$ cat config.mk
export PLATFORM = sky130hd
export DESIGN_NAME = tt_um_jimktrains_vslc_servo_cfg
export DESIGN_NICKNAME = d
export VERILOG_FILES = /design/src/rtl/vslc_servo_pkg.sv /design/src/rtl/vslc_sync_edge.sv /design/src/rtl/tt_um_jimktrains_vslc_servo_cfg.sv
export SDC_FILE = /design/constraint.sdc
export NUM_CORES = 1
export LEC_CHECK = 0
export CORE_ASPECT_RATIO = 0.8
export CORE_MARGIN = 2
export CORE_UTILIZATION = 30
export DETAILED_ROUTE_END_ITERATION = 8
export PLACE_DENSITY_LB_ADDON = 0.2
export SYNTH_ARGS = -nofsm -noshare
export SYNTH_HDL_FRONTEND = slang
export SYNTH_SLANG_ARGS = --single-unit
$ cat constraint.sdc
create_clock -name clk -period 5.9 [get_ports clk]
set_input_delay 1.18 -clock clk [delete_from_list [all_inputs] [get_ports clk]]
set_output_delay 1.18 -clock clk [all_outputs]
set_load 0.005 [all_outputs]
$ cat src/rtl/vslc_servo_pkg.sv
// Shared definitions for the VSLC servo configuration front-end:
// frame layout, command code, FSM states and reset constants.
package vslc_servo_pkg;

    localparam int FRAME_BITS = 24;
    localparam logic [3:0] CMD_WRITE = 4'hA;

    // Frame field offsets and widths (bit 23 arrives first)
    localparam int CMD_LSB  = 20;
    localparam int CMD_W    = 4;
    localparam int RSV_BIT  = 19;
    localparam int EN_BIT   = 18;
    localparam int SET_LSB  = 13;
    localparam int SET_W    = 5;
    localparam int RST_LSB  = 8;
    localparam int RST_W    = 5;
    localparam int FREQ_LSB = 0;
    localparam int FREQ_W   = 8;

    // Bit counter saturates one above a full frame so overlong frames are rejected
    localparam int CNT_W = 5;
    localparam logic [CNT_W-1:0] CNT_FULL = CNT_W'(FRAME_BITS);
    localparam logic [CNT_W-1:0] CNT_SAT  = CNT_W'(FRAME_BITS + 1);

    typedef enum logic [1:0] {
        ST_IDLE    = 2'd0,
        ST_SHIFT   = 2'd1,
        ST_CHECK   = 2'd2,
        ST_PENDING = 2'd3
    } state_t;

    typedef struct packed {
        logic              en;
        logic [SET_W-1:0]  set;
        logic [RST_W-1:0]  rst;
        logic [FREQ_W-1:0] freq;
    } cfg_t;

    localparam cfg_t   CFG_RST = '0;
    localparam state_t ST_RST  = ST_IDLE;

    // A threshold is usable only if the servo counter actually reaches it
    function automatic logic below_freq(input logic [SET_W-1:0] thr,
                                        input logic [FREQ_W-1:0] freq);
        return ({{(FREQ_W-SET_W){1'b0}}, thr} < freq);
    endfunction

endpackage

$ cat src/rtl/vslc_sync_edge.sv
// Two-flop synchronizer for an asynchronous input, plus a third flop
// used only to detect rising and falling edges of the synchronized value.
module vslc_sync_edge #(
    parameter logic RST_VAL = 1'b0
) (
    input  logic clk,
    input  logic rst,
    input  logic i_async,
    output logic o_sync,
    output logic o_rise,
    output logic o_fall
);

    logic r_s1, r_s2, r_s3;

    // Metastability chain followed by the edge-detect history flop
    always_ff @(posedge clk or posedge rst) begin
        if (rst) begin
            r_s1 <= RST_VAL;
            r_s2 <= RST_VAL;
            r_s3 <= RST_VAL;
        end else begin
            r_s1 <= i_async;
            r_s2 <= r_s1;
            r_s3 <= r_s2;
        end
    end

    assign o_sync = r_s2;
    assign o_rise = r_s2 & ~r_s3;
    assign o_fall = ~r_s2 & r_s3;

endmodule

$ cat src/rtl/tt_um_jimktrains_vslc_servo_cfg.sv
// Serial configuration front-end for the VSLC servo PWM stage.
// Receives 24-bit frames over an oversampled 3-wire link, validates them
// into a staging register and commits them to the servo outputs either at
// a PWM period boundary or at once while the servo is disabled.
module tt_um_jimktrains_vslc_servo_cfg
    import vslc_servo_pkg::*;
(
    input  logic       clk,
    input  logic       rst,
    input  logic       cfg_cs_n,
    input  logic       cfg_sck,
    input  logic       cfg_sdi,
    input  logic       period_sync,
    output logic [4:0] servo_set_val,
    output logic [4:0] servo_reset_val,
    output logic [7:0] servo_freq_val,
    output logic       servo_enabled,
    output logic       cfg_pending,
    output logic       cfg_err
);

    logic w_cs_sync, w_cs_rise, w_cs_fall;
    logic w_sck_sync, w_sck_rise, w_sck_fall;
    logic w_unused_edges;

    logic r_sdi_s1, r_sdi_s2;

    state_t r_state, w_state_nxt;
    logic   r_from_pend, w_from_pend_nxt;

    logic [FRAME_BITS-1:0] r_shift;
    logic [CNT_W-1:0]      r_cnt;

    cfg_t r_stage;
    cfg_t r_out;
    cfg_t w_frame_cfg;
    logic r_err;

    logic [CMD_W-1:0] w_cmd;
    logic             w_rsv;
    logic             w_frame_ok;
    logic             w_commit_cond;
    logic             w_commit, w_load, w_reject, w_clear, w_shift;

    // cs_n idles high, so its synchronizer resets high to avoid a false frame start
    vslc_sync_edge #(.RST_VAL(1'b1)) u_sync_cs (
        .clk     (clk),
        .rst     (rst),
        .i_async (cfg_cs_n),
        .o_sync  (w_cs_sync),
        .o_rise  (w_cs_rise),
        .o_fall  (w_cs_fall)
    );

    vslc_sync_edge #(.RST_VAL(1'b0)) u_sync_sck (
        .clk     (clk),
        .rst     (rst),
        .i_async (cfg_sck),
        .o_sync  (w_sck_sync),
        .o_rise  (w_sck_rise),
        .o_fall  (w_sck_fall)
    );

    assign w_unused_edges = w_cs_sync ^ w_sck_sync ^ w_sck_fall;

    // sdi needs no edge detect; same depth as sck keeps it aligned with the detected rise
    always_ff @(posedge clk or posedge rst) begin
        if (rst) begin
            r_sdi_s1 <= 1'b0;
            r_sdi_s2 <= 1'b0;
        end else begin
            r_sdi_s1 <= cfg_sdi;
            r_sdi_s2 <= r_sdi_s1;
        end
    end

    // Field decode of the shifted frame
    assign w_cmd            = r_shift[CMD_LSB +: CMD_W];
    assign w_rsv            = r_shift[RSV_BIT];
    assign w_frame_cfg.en   = r_shift[EN_BIT];
    assign w_frame_cfg.set  = r_shift[SET_LSB +: SET_W];
    assign w_frame_cfg.rst  = r_shift[RST_LSB +: RST_W];
    assign w_frame_cfg.freq = r_shift[FREQ_LSB +: FREQ_W];

    assign w_frame_ok = (r_cnt == CNT_FULL) &&
                        (w_cmd == CMD_WRITE) &&
                        !w_rsv &&
                        (w_frame_cfg.freq != '0) &&
                        below_freq(w_frame_cfg.set, w_frame_cfg.freq) &&
                        below_freq(w_frame_cfg.rst, w_frame_cfg.freq);

    // A disabled servo has no period to protect, so it may be updated at once
    assign w_commit_cond = period_sync | ~r_out.en;

    // State and remembered-pending registers
    always_ff @(posedge clk or posedge rst) begin
        if (rst) begin
            r_state     <= ST_RST;
            r_from_pend <= 1'b0;
        end else begin
            r_state     <= w_state_nxt;
            r_from_pend <= w_from_pend_nxt;
        end
    end

    // Next-state and datapath strobes
    always_comb begin
        w_state_nxt     = r_state;
        w_from_pend_nxt = r_from_pend;
        w_commit        = 1'b0;
        w_load          = 1'b0;
        w_reject        = 1'b0;
        w_clear         = 1'b0;
        w_shift         = 1'b0;
        case (r_state)
            ST_IDLE: begin
                if (w_cs_fall) begin
                    w_state_nxt     = ST_SHIFT;
                    w_clear         = 1'b1;
                    w_from_pend_nxt = 1'b0;
                end
            end
            ST_SHIFT: begin
                w_shift = w_sck_rise;
                if (r_from_pend && w_commit_cond) begin
                    w_commit        = 1'b1;
                    w_from_pend_nxt = 1'b0;
                end
                if (w_cs_rise) begin
                    w_state_nxt = ST_CHECK;
                end
            end
            ST_CHECK: begin
                // The older staged frame commits before the new one overwrites staging
                w_commit        = r_from_pend & w_commit_cond;
                w_from_pend_nxt = 1'b0;
                if (w_frame_ok) begin
                    w_load      = 1'b1;
                    w_state_nxt = ST_PENDING;
                end else begin
                    w_reject    = 1'b1;
                    w_state_nxt = (r_from_pend && !w_commit_cond) ? ST_PENDING : ST_IDLE;
                end
            end
            ST_PENDING: begin
                w_commit = w_commit_cond;
                if (w_cs_fall) begin
                    w_state_nxt     = ST_SHIFT;
                    w_clear         = 1'b1;
                    w_from_pend_nxt = ~w_commit_cond;
                end else if (w_commit_cond) begin
                    w_state_nxt = ST_IDLE;
                end
            end
            default: begin
                w_state_nxt     = ST_IDLE;
                w_from_pend_nxt = 1'b0;
            end
        endcase
    end

    // Serial shift register and saturating bit counter
    always_ff @(posedge clk or posedge rst) begin
        if (rst) begin
            r_shift <= '0;
            r_cnt   <= '0;
        end else if (w_clear) begin
            r_shift <= '0;
            r_cnt   <= '0;
        end else if (w_shift) begin
            r_shift <= {r_shift[FRAME_BITS-2:0], r_sdi_s2};
            if (r_cnt != CNT_SAT) begin
                r_cnt <= r_cnt + 1'b1;
            end
        end
    end

    // Staging register holds the last accepted frame
    always_ff @(posedge clk or posedge rst) begin
        if (rst) begin
            r_stage <= CFG_RST;
        end else if (w_load) begin
            r_stage <= w_frame_cfg;
        end
    end

    // Active outputs change as one word so the servo never sees a mixed setting
    always_ff @(posedge clk or posedge rst) begin
        if (rst) begin
            r_out <= CFG_RST;
        end else if (w_commit) begin
            r_out <= r_stage;
        end
    end

    // Sticky error reflects the outcome of the most recent frame
    always_ff @(posedge clk or posedge rst) begin
        if (rst) begin
            r_err <= 1'b0;
        end else if (w_load) begin
            r_err <= 1'b0;
        end else if (w_reject) begin
            r_err <= 1'b1;
        end
    end

    assign servo_set_val   = r_out.set;
    assign servo_reset_val = r_out.rst;
    assign servo_freq_val  = r_out.freq;
    assign servo_enabled   = r_out.en;
    assign cfg_err         = r_err;
    assign cfg_pending     = (r_state == ST_PENDING) ||
                             (r_from_pend && ((r_state == ST_SHIFT) || (r_state == ST_CHECK)));

endmodule
# --- After elaboration in Yosys (flattened, before gate mapping) ---
# Index checks and enable logic that the tools add are counted.
classes:
  add_sub_neg: 1
  n_mul: 0
  div: 0
  n_lt_le_gt_ge: 2
  eq_ne: 11
  shifts: 0
  n_mux: 27
  bitwise_logic: 10
  n_reduce_logical: 21
op_table:
  columns: ["op", "n"]
  rows:
  - ["2-to-1 mux 24 bit", 2]
  - ["< comparator 5 x 8 -> 1 bit", 2]
  - ["2-to-1 mux 5 bit", 3]
  - ["2-to-1 mux 1 bit", 13]
  - ["2-to-1 mux 2 bit", 6]
  - ["logical AND 1 bit", 8]
  - ["case mux 2 bit (4 select lines)", 1]
  - ["nonzero test 8 bit", 1]
  - ["!= test 2 x 1 -> 1 bit (second input constant)", 3]
  - ["AND reduction 3 bit", 2]
  - ["nonzero test 2 bit", 3]
  - ["adder 5 x 1 -> 5 bit (second input constant)", 1]
  - ["== test 5 bit (second input constant)", 1]
  - ["!= test 5 bit (second input constant)", 1]
  - ["inverter 1 bit", 5]
  - ["AND 1 bit", 4]
  - ["== test 2 bit (second input constant)", 2]
  - ["== test 4 bit (second input constant)", 1]
  - ["case mux 1 bit (4 select lines)", 1]
  - ["!= test 3 x 2 -> 1 bit (second input constant)", 1]
  - ["case mux 1 bit (3 select lines)", 1]
  - ["== test 2 x 1 -> 1 bit (second input constant)", 1]
  - ["logical NOT 1 bit", 2]
  - ["logical NOT 2 bit", 1]
  - ["other kinds (5)", 6]
word_totals:
  reg_bits: 79
  latch_bits: 0
  ramBits: 0
  mem_bits_ro: 0
  in_bits: 6
  n_memories: 0

# --- Logic depth before layout (Yosys ltp) ---
depth:
  depth_word: 10
  ltp_mapped: 8

# --- By module ---
# Synthesis repeated with hierarchy kept, for this count alone.
unflattened:
  cells_unflattened: 304
  hier_area_um2: 3449.6
by_module_without_submodules:
  columns: ["mod", "instances", "cells_per_inst", "area_per_inst_um2", "seq_area_each_um2"]
  rows:
  - ["tt_um_jimktrains_vslc_servo_cfg", 1, 292, 3258.1, 1826.8]
  - ["vslc_sync_edge (u_sync_cs)", 1, 6, 97.6, 78.8]
  - ["vslc_sync_edge (u_sync_sck)", 1, 6, 93.8, 75.1]

# --- Worst setup path before layout ---
# Ideal clock, no wire load.
synth_timing:
  path_kind: "input to register"
  from: "in period_sync"
  to: "reg r_out (netlist bit servo_enabled)"
  setup_time_ns: 0.125
  arrival_ns: 2.428
  t_required_ns: 5.775
  setup_slack_ns: 3.347
  cell_stages: 4
  path_buffers: 1
  path_cell_list: "nor2b_1 -> a211oi_2 -> buf_2 -> mux2_2"
synth_between:
  elab_chain_len: 4
synth_lines:
  columns: ["element", "line_no", "rtl"]
  rows:
  - ["from (decl)", "tt_um_jimktrains_vslc_servo_cfg.sv:13", "input logic period_sync,"]
  - ["bitwise OR 1 bit (*)", "tt_um_jimktrains_vslc_servo_cfg.sv:93", "assign w_commit_cond = period_sync | ~r_out.en;"]
  - ["logical AND 1 bit", "tt_um_jimktrains_vslc_servo_cfg.sv:125", "if (r_from_pend && w_commit_cond) begin"]
  - ["2-to-1 mux 1 bit", "tt_um_jimktrains_vslc_servo_cfg.sv:125", null]
  - ["case mux 1 bit (3 select lines) (*)", "tt_um_jimktrains_vslc_servo_cfg.sv:115", "case (r_state)"]
  - ["to (signal assigned)", "tt_um_jimktrains_vslc_servo_cfg.sv:192", "r_out <= r_stage;"]
  - ["to (decl)", "tt_um_jimktrains_vslc_servo_cfg.sv:35", "cfg_t r_out;"]
# Mark *: on every way between the ends. The rest lies on a longest branch, timed or not.
# A chain may end at the register's enable or synchronous reset.

# --- Worst setup path after layout ---
layout_timing:
  from: "reg r_shift[3]"
  to: "reg r_stage[12] in the netlist's numbering"
layout_between:
  elab_chain_len: 6
layout_lines:
  columns: ["element", "line_no", "rtl"]
  rows:
  - ["from (decl)", "tt_um_jimktrains_vslc_servo_cfg.sv:31", "logic [FRAME_BITS-1:0] r_shift;"]
  - ["from (signal assigned)", "tt_um_jimktrains_vslc_servo_cfg.sv:171", "r_shift <= {r_shift[FRAME_BITS-2:0], r_sdi_s2};"]
  - ["branches (longest 3 deep; another with < comparator 5 x 8 -> 1 bit)", null, null]
  - ["logical AND 1 bit (*)", "tt_um_jimktrains_vslc_servo_cfg.sv:89", "below_freq(w_frame_cfg.set, w_frame_cfg.freq) &&"]
  - ["2-to-1 mux 1 bit (*)", "tt_um_jimktrains_vslc_servo_cfg.sv:137", "if (w_frame_ok) begin"]
  - ["2-to-1 mux 1 bit (*)", "tt_um_jimktrains_vslc_servo_cfg.sv:115", null]
  - ["to (signal assigned)", "tt_um_jimktrains_vslc_servo_cfg.sv:183", "r_stage <= w_frame_cfg;"]
  - ["to (decl)", "tt_um_jimktrains_vslc_servo_cfg.sv:34", "cfg_t r_stage;"]
# Every way passes the cells marked *.

==> impl_metrics.env <==
export IMPL_cts_buffer_depth=2
export IMPL_synth_top_area_cell="dfrtp_1"
export IMPL_core_area_um2=11430
export IMPL_cts_hold_buffers_added=0
export IMPL_ys_ff_latch=79
export IMPL_dieWidth_um=124.4
export IMPL_ys_warn_count=0
export IMPL_postSynthCellCount=297
export IMPL_arrival_ns=3.17
export IMPL_synth_enable_flop_cells=0
export IMPL_cts_tree="built"
export IMPL_cts_sinks=79
export IMPL_drcViolationCount=0
export IMPL_switching_share_pct=27.42
export IMPL_synth_seq_area_share_pct=56.96
export IMPL_status="completed"
export IMPL_worst_skew_pair_late_latency_ns=0.33
export IMPL_crit_buf_inv=2
export IMPL_required_ns=6.12
export IMPL_grt_usage_pct=12.02
export IMPL_p_sw_uw=394.7
export IMPL_stdcell_count=480
export IMPL_r2r_slack_ns=2.95
export IMPL_die_y_um=100.3
export IMPL_path_cells="inv_1, ha_1, a2111oi_0, o21ai_0, a221oi_4, buf_4, mux2_4"
export IMPL_synth_top_family_by_area="multiplexers"
export IMPL_post_drt_wl_per_cell_um=14.42
export IMPL_cts_root_buf="clkbuf_16"
export IMPL_dieArea_um2=12470
export IMPL_period_share_pct=50.01
export IMPL_dr_total_vias=2217
export IMPL_fin_worst_skew_ns=0.006333
export IMPL_synthAdderAreaFrac_pct=5.398
export IMPL_power_frac_seq_pct=41.1
export IMPL_grt_max_degree=42
export IMPL_htreeDepth=3
export IMPL_worst_pin_slew_ns=1.106
export IMPL_syn_area_um2=3477
export IMPL_cp_top_family="compound AO/OA/AOI/OAI gates"
export IMPL_p_leak_uw=0.001922
export IMPL_layout_drive_gt1_share_pct=18.37
export IMPL_multiInputGateArea_um2=1405
export IMPL_fillers=1091
export IMPL_setup_tns_ns=0
export IMPL_critPathMaxFanout=11
export IMPL_finalCriticalPeriod_ns=2.950
export IMPL_combPwrFrac_pct=17.4
export IMPL_fmax_mhz=338.9
export IMPL_muxShareOfSynthArea_pct=13.64
export IMPL_hold_depth=0
export IMPL_syn_area_per_cell_um2=11.71
export IMPL_intPower_uw=1044
export IMPL_ios=27
export IMPL_start_util_pct=30.42
export IMPL_finalHoldViolCount=0
export IMPL_grt_pass1_vias=2231
export IMPL_synth_top_area_share_pct=54.70
export IMPL_max_cap_violations=0
export IMPL_regArea_um2=1981
export IMPL_postSynth_asyncResetShare_pct=100.0
export IMPL_numPlacedInstances=464
export IMPL_hold_end="u_sync_sck.o_sync"
export IMPL_cts_repair_resized=0
export IMPL_clockPowerShare_pct=41.5
export IMPL_synth_cell_types=38
export IMPL_r2r_worst_path_cells=7
export IMPL_antenna_found_initial=0
export IMPL_final_antenna_net_count=0
export IMPL_r2r_start="r_shift[3]"
export IMPL_synth_xor_area_share_pct=1.008
export IMPL_routed_wl_um=6922
export IMPL_hp_class="flip-flop to flip-flop"
export IMPL_ys_flop_type="dfrtp_1"
export IMPL_hp_start="u_sync_sck.r_s1"
export IMPL_port_buffers=26
export IMPL_yosys_top_cells_area="dfrtp_1 (55%), mux2_4 (6.9%), mux2_2 (6.2%)"
export IMPL_worst_path_max_delay_cell="a221oi_4"
export IMPL_synth_compound_area_share_pct=8.276
export IMPL_crit_type="flip-flop to flip-flop"
export IMPL_slowest_delay_ns=0.74
export IMPL_n_antenna_cell=0
export IMPL_path_clk_slew_ns=0.06
export IMPL_numCtsBuffers=9
export IMPL_drt_iter0_markers=116
export IMPL_rsz0062_at_grt="no"
export IMPL_area_growth_pct=21.70
export IMPL_syn_num_nets=318
export IMPL_max_slew_margin_pct=26.02
export IMPL_crit_path_start_kind="flip-flop"
export IMPL_overflow=0
export IMPL_dpl_hpwl_um=4491
export IMPL_rows=35
export IMPL_finalSetupViolCount=0
export IMPL_r2r_end="r_stage[12]"
export IMPL_synth_simple_area_share_pct=11.77
export IMPL_grt_pass1_wl_um=11800
export IMPL_slew_violations=0
export IMPL_postCtsSetupRepairBufs=0
export IMPL_fin_nets=348
export IMPL_place_gp_congestion=0.7599
export IMPL_routed_via_density=4.619
export IMPL_first_pass_iters=4
export IMPL_critPathCaptureType="flip-flop"
export IMPL_p_per_area_nw_per_um2=340.1
export IMPL_irDropWorstVdd_mv=0.1250
[metal layers]
metal	vias to the layer above	global-route usage (%)	wire [µm]
met5	-	0	0
met4	0	4.667	126
met3	12	2.985	240
met2	38	17.65	3039
met1	1090	17.15	3516
li1	1077	-	-
[placed cells by master, fill, tap and decap left out, types with 2 or more instances in the layout]
| master | Yosys | layout |
|---|---|---|
| dfrtp_1 | 76 | 76 |
| mux2i_1 | 2 | 2 |
| clkinv_2 | 0 | 2 |
| clkdlybuf4s50_1 | 0 | 26 |
| nor2b_1 | 2 | 2 |
| nand3_1 | 3 | 3 |
| nor2_1 | 13 | 13 |
| a21oi_1 | 29 | 29 |
| mux2_2 | 19 | 19 |
| inv_1 | 12 | 11 |
| and3b_1 | 2 | 2 |
| nand2_1 | 56 | 56 |
| mux2_4 | 16 | 16 |
| dfstp_2 | 3 | 3 |
| nor3_1 | 3 | 3 |
| buf_4 | 0 | 4 |
| bufinv_16 | 0 | 2 |
| ha_1 | 15 | 15 |
| o21ai_0 | 7 | 7 |
| nand4_1 | 3 | 3 |
| nand2b_1 | 5 | 5 |
| clkbuf_16 | 0 | 9 |
| xor2_1 | 3 | 3 |
[cells in the mapped netlist (all sizes together), types with 2 or more instances]
| master | count |
|---|---|
| dfrtp | 76 |
| nand2 | 56 |
| mux2 | 35 |
| a21oi | 29 |
| ha | 15 |
| nor2 | 13 |
| inv | 12 |
| clkbuf | 8 |
| o21ai | 7 |
| nand2b | 5 |
| buf | 3 |
| dfstp | 3 |
| nand3 | 3 |
| nand4 | 3 |
| nor3 | 3 |
| xor2 | 3 |
| a2111oi | 2 |
| and3b | 2 |
| mux2i | 2 |
| nor2b | 2 |
[how the worst max path moves through the flow]
stage,startpoint,end,slack (ns),depth (start not counted)
6_report,r_shift[3],r_stage[12],2.95,7
5_1_grt,r_shift[3],r_stage[12],2.67,7
4_1_cts,r_shift[3],r_stage[12],2.91,7
3_5_place_dp,r_shift[3],r_stage[12],2.94,7
3_3_place_gp,r_shift[3],r_stage[4],2.96,7
2_1_floorplan,rst,cfg_err,2.70,1
[stage by stage]
step | hold slack, ns | worst slack [ns] | area [µm²] | total power (µW) | utilization, %
6_report | 0.3502 | 2.950 | 4232 | 1439 | 37.02
5_1_grt | 0.3568 | 2.668 | 4232 | 1513 | 37.02
4_1_cts | 0.3526 | 2.911 | 4232 | 1463 | 37.02
3_5_place_dp | 0.3385 | 2.936 | 3908 | 856.7 | 34.19
3_3_place_gp | 0.3329 | 2.961 | 3908 | 852.3 | 34.19
2_1_floorplan | 0.3312 | 2.702 | 3477 | 780.3 | -
[worst register-to-register path, cell delays in order, from the launching register on]
cell and delay (ns):
dfrtp_1 0.40, inv_1 0.08, ha_1 0.31, a2111oi_0 0.37
o21ai_0 0.25, a221oi_4 0.74, buf_4 0.37, mux2_4 0.32
[cell type report]
type	instances	share of cell area, %
Sequential cell	79	46.81
Tap cell	148	4.376
Clock buffer	11	5.736
Multi-Input combinational cell	195	33.21
Clock inverter	5	1.922
Timing Repair Buffer	30	6.860
Inverter	12	1.094
[power groups by stage]
| stage | logic, µW | registers (µW) | clock network (µW) |
|---|---|---|---|
| 3_3_place_gp | 252 | 600 | 0 |
| 2_1_floorplan | 187 | 593 | 0 |
| 4_1_cts | 257 | 591 | 615 |
| 6_report | 250 | 591 | 598 |
| 5_1_grt | 282 | 595 | 635 |
| 3_5_place_dp | 256 | 601 | 0 |
[registers in the layout, indices dropped and copies added (netlist names), 2 cells and up]
signal and flops:
r_state 2, r_cnt 5, r_stage 19, r_shift 24, servo_set_val 5, servo_freq_val 8
servo_reset_val 5
[cells by family (layout without fill, tap and decap cells)]
group,after synthesis,in the layout
buffers and inverters,23,58
xor gates and xnor gates,4,4
AOI/OAI and AO/OA,47,47
muxes,37,37
DFF,79,79
and+or+nand+nor,92,92
adders and majority gates,15,15
No activity file was read; power rests on OpenSTA's default activity.
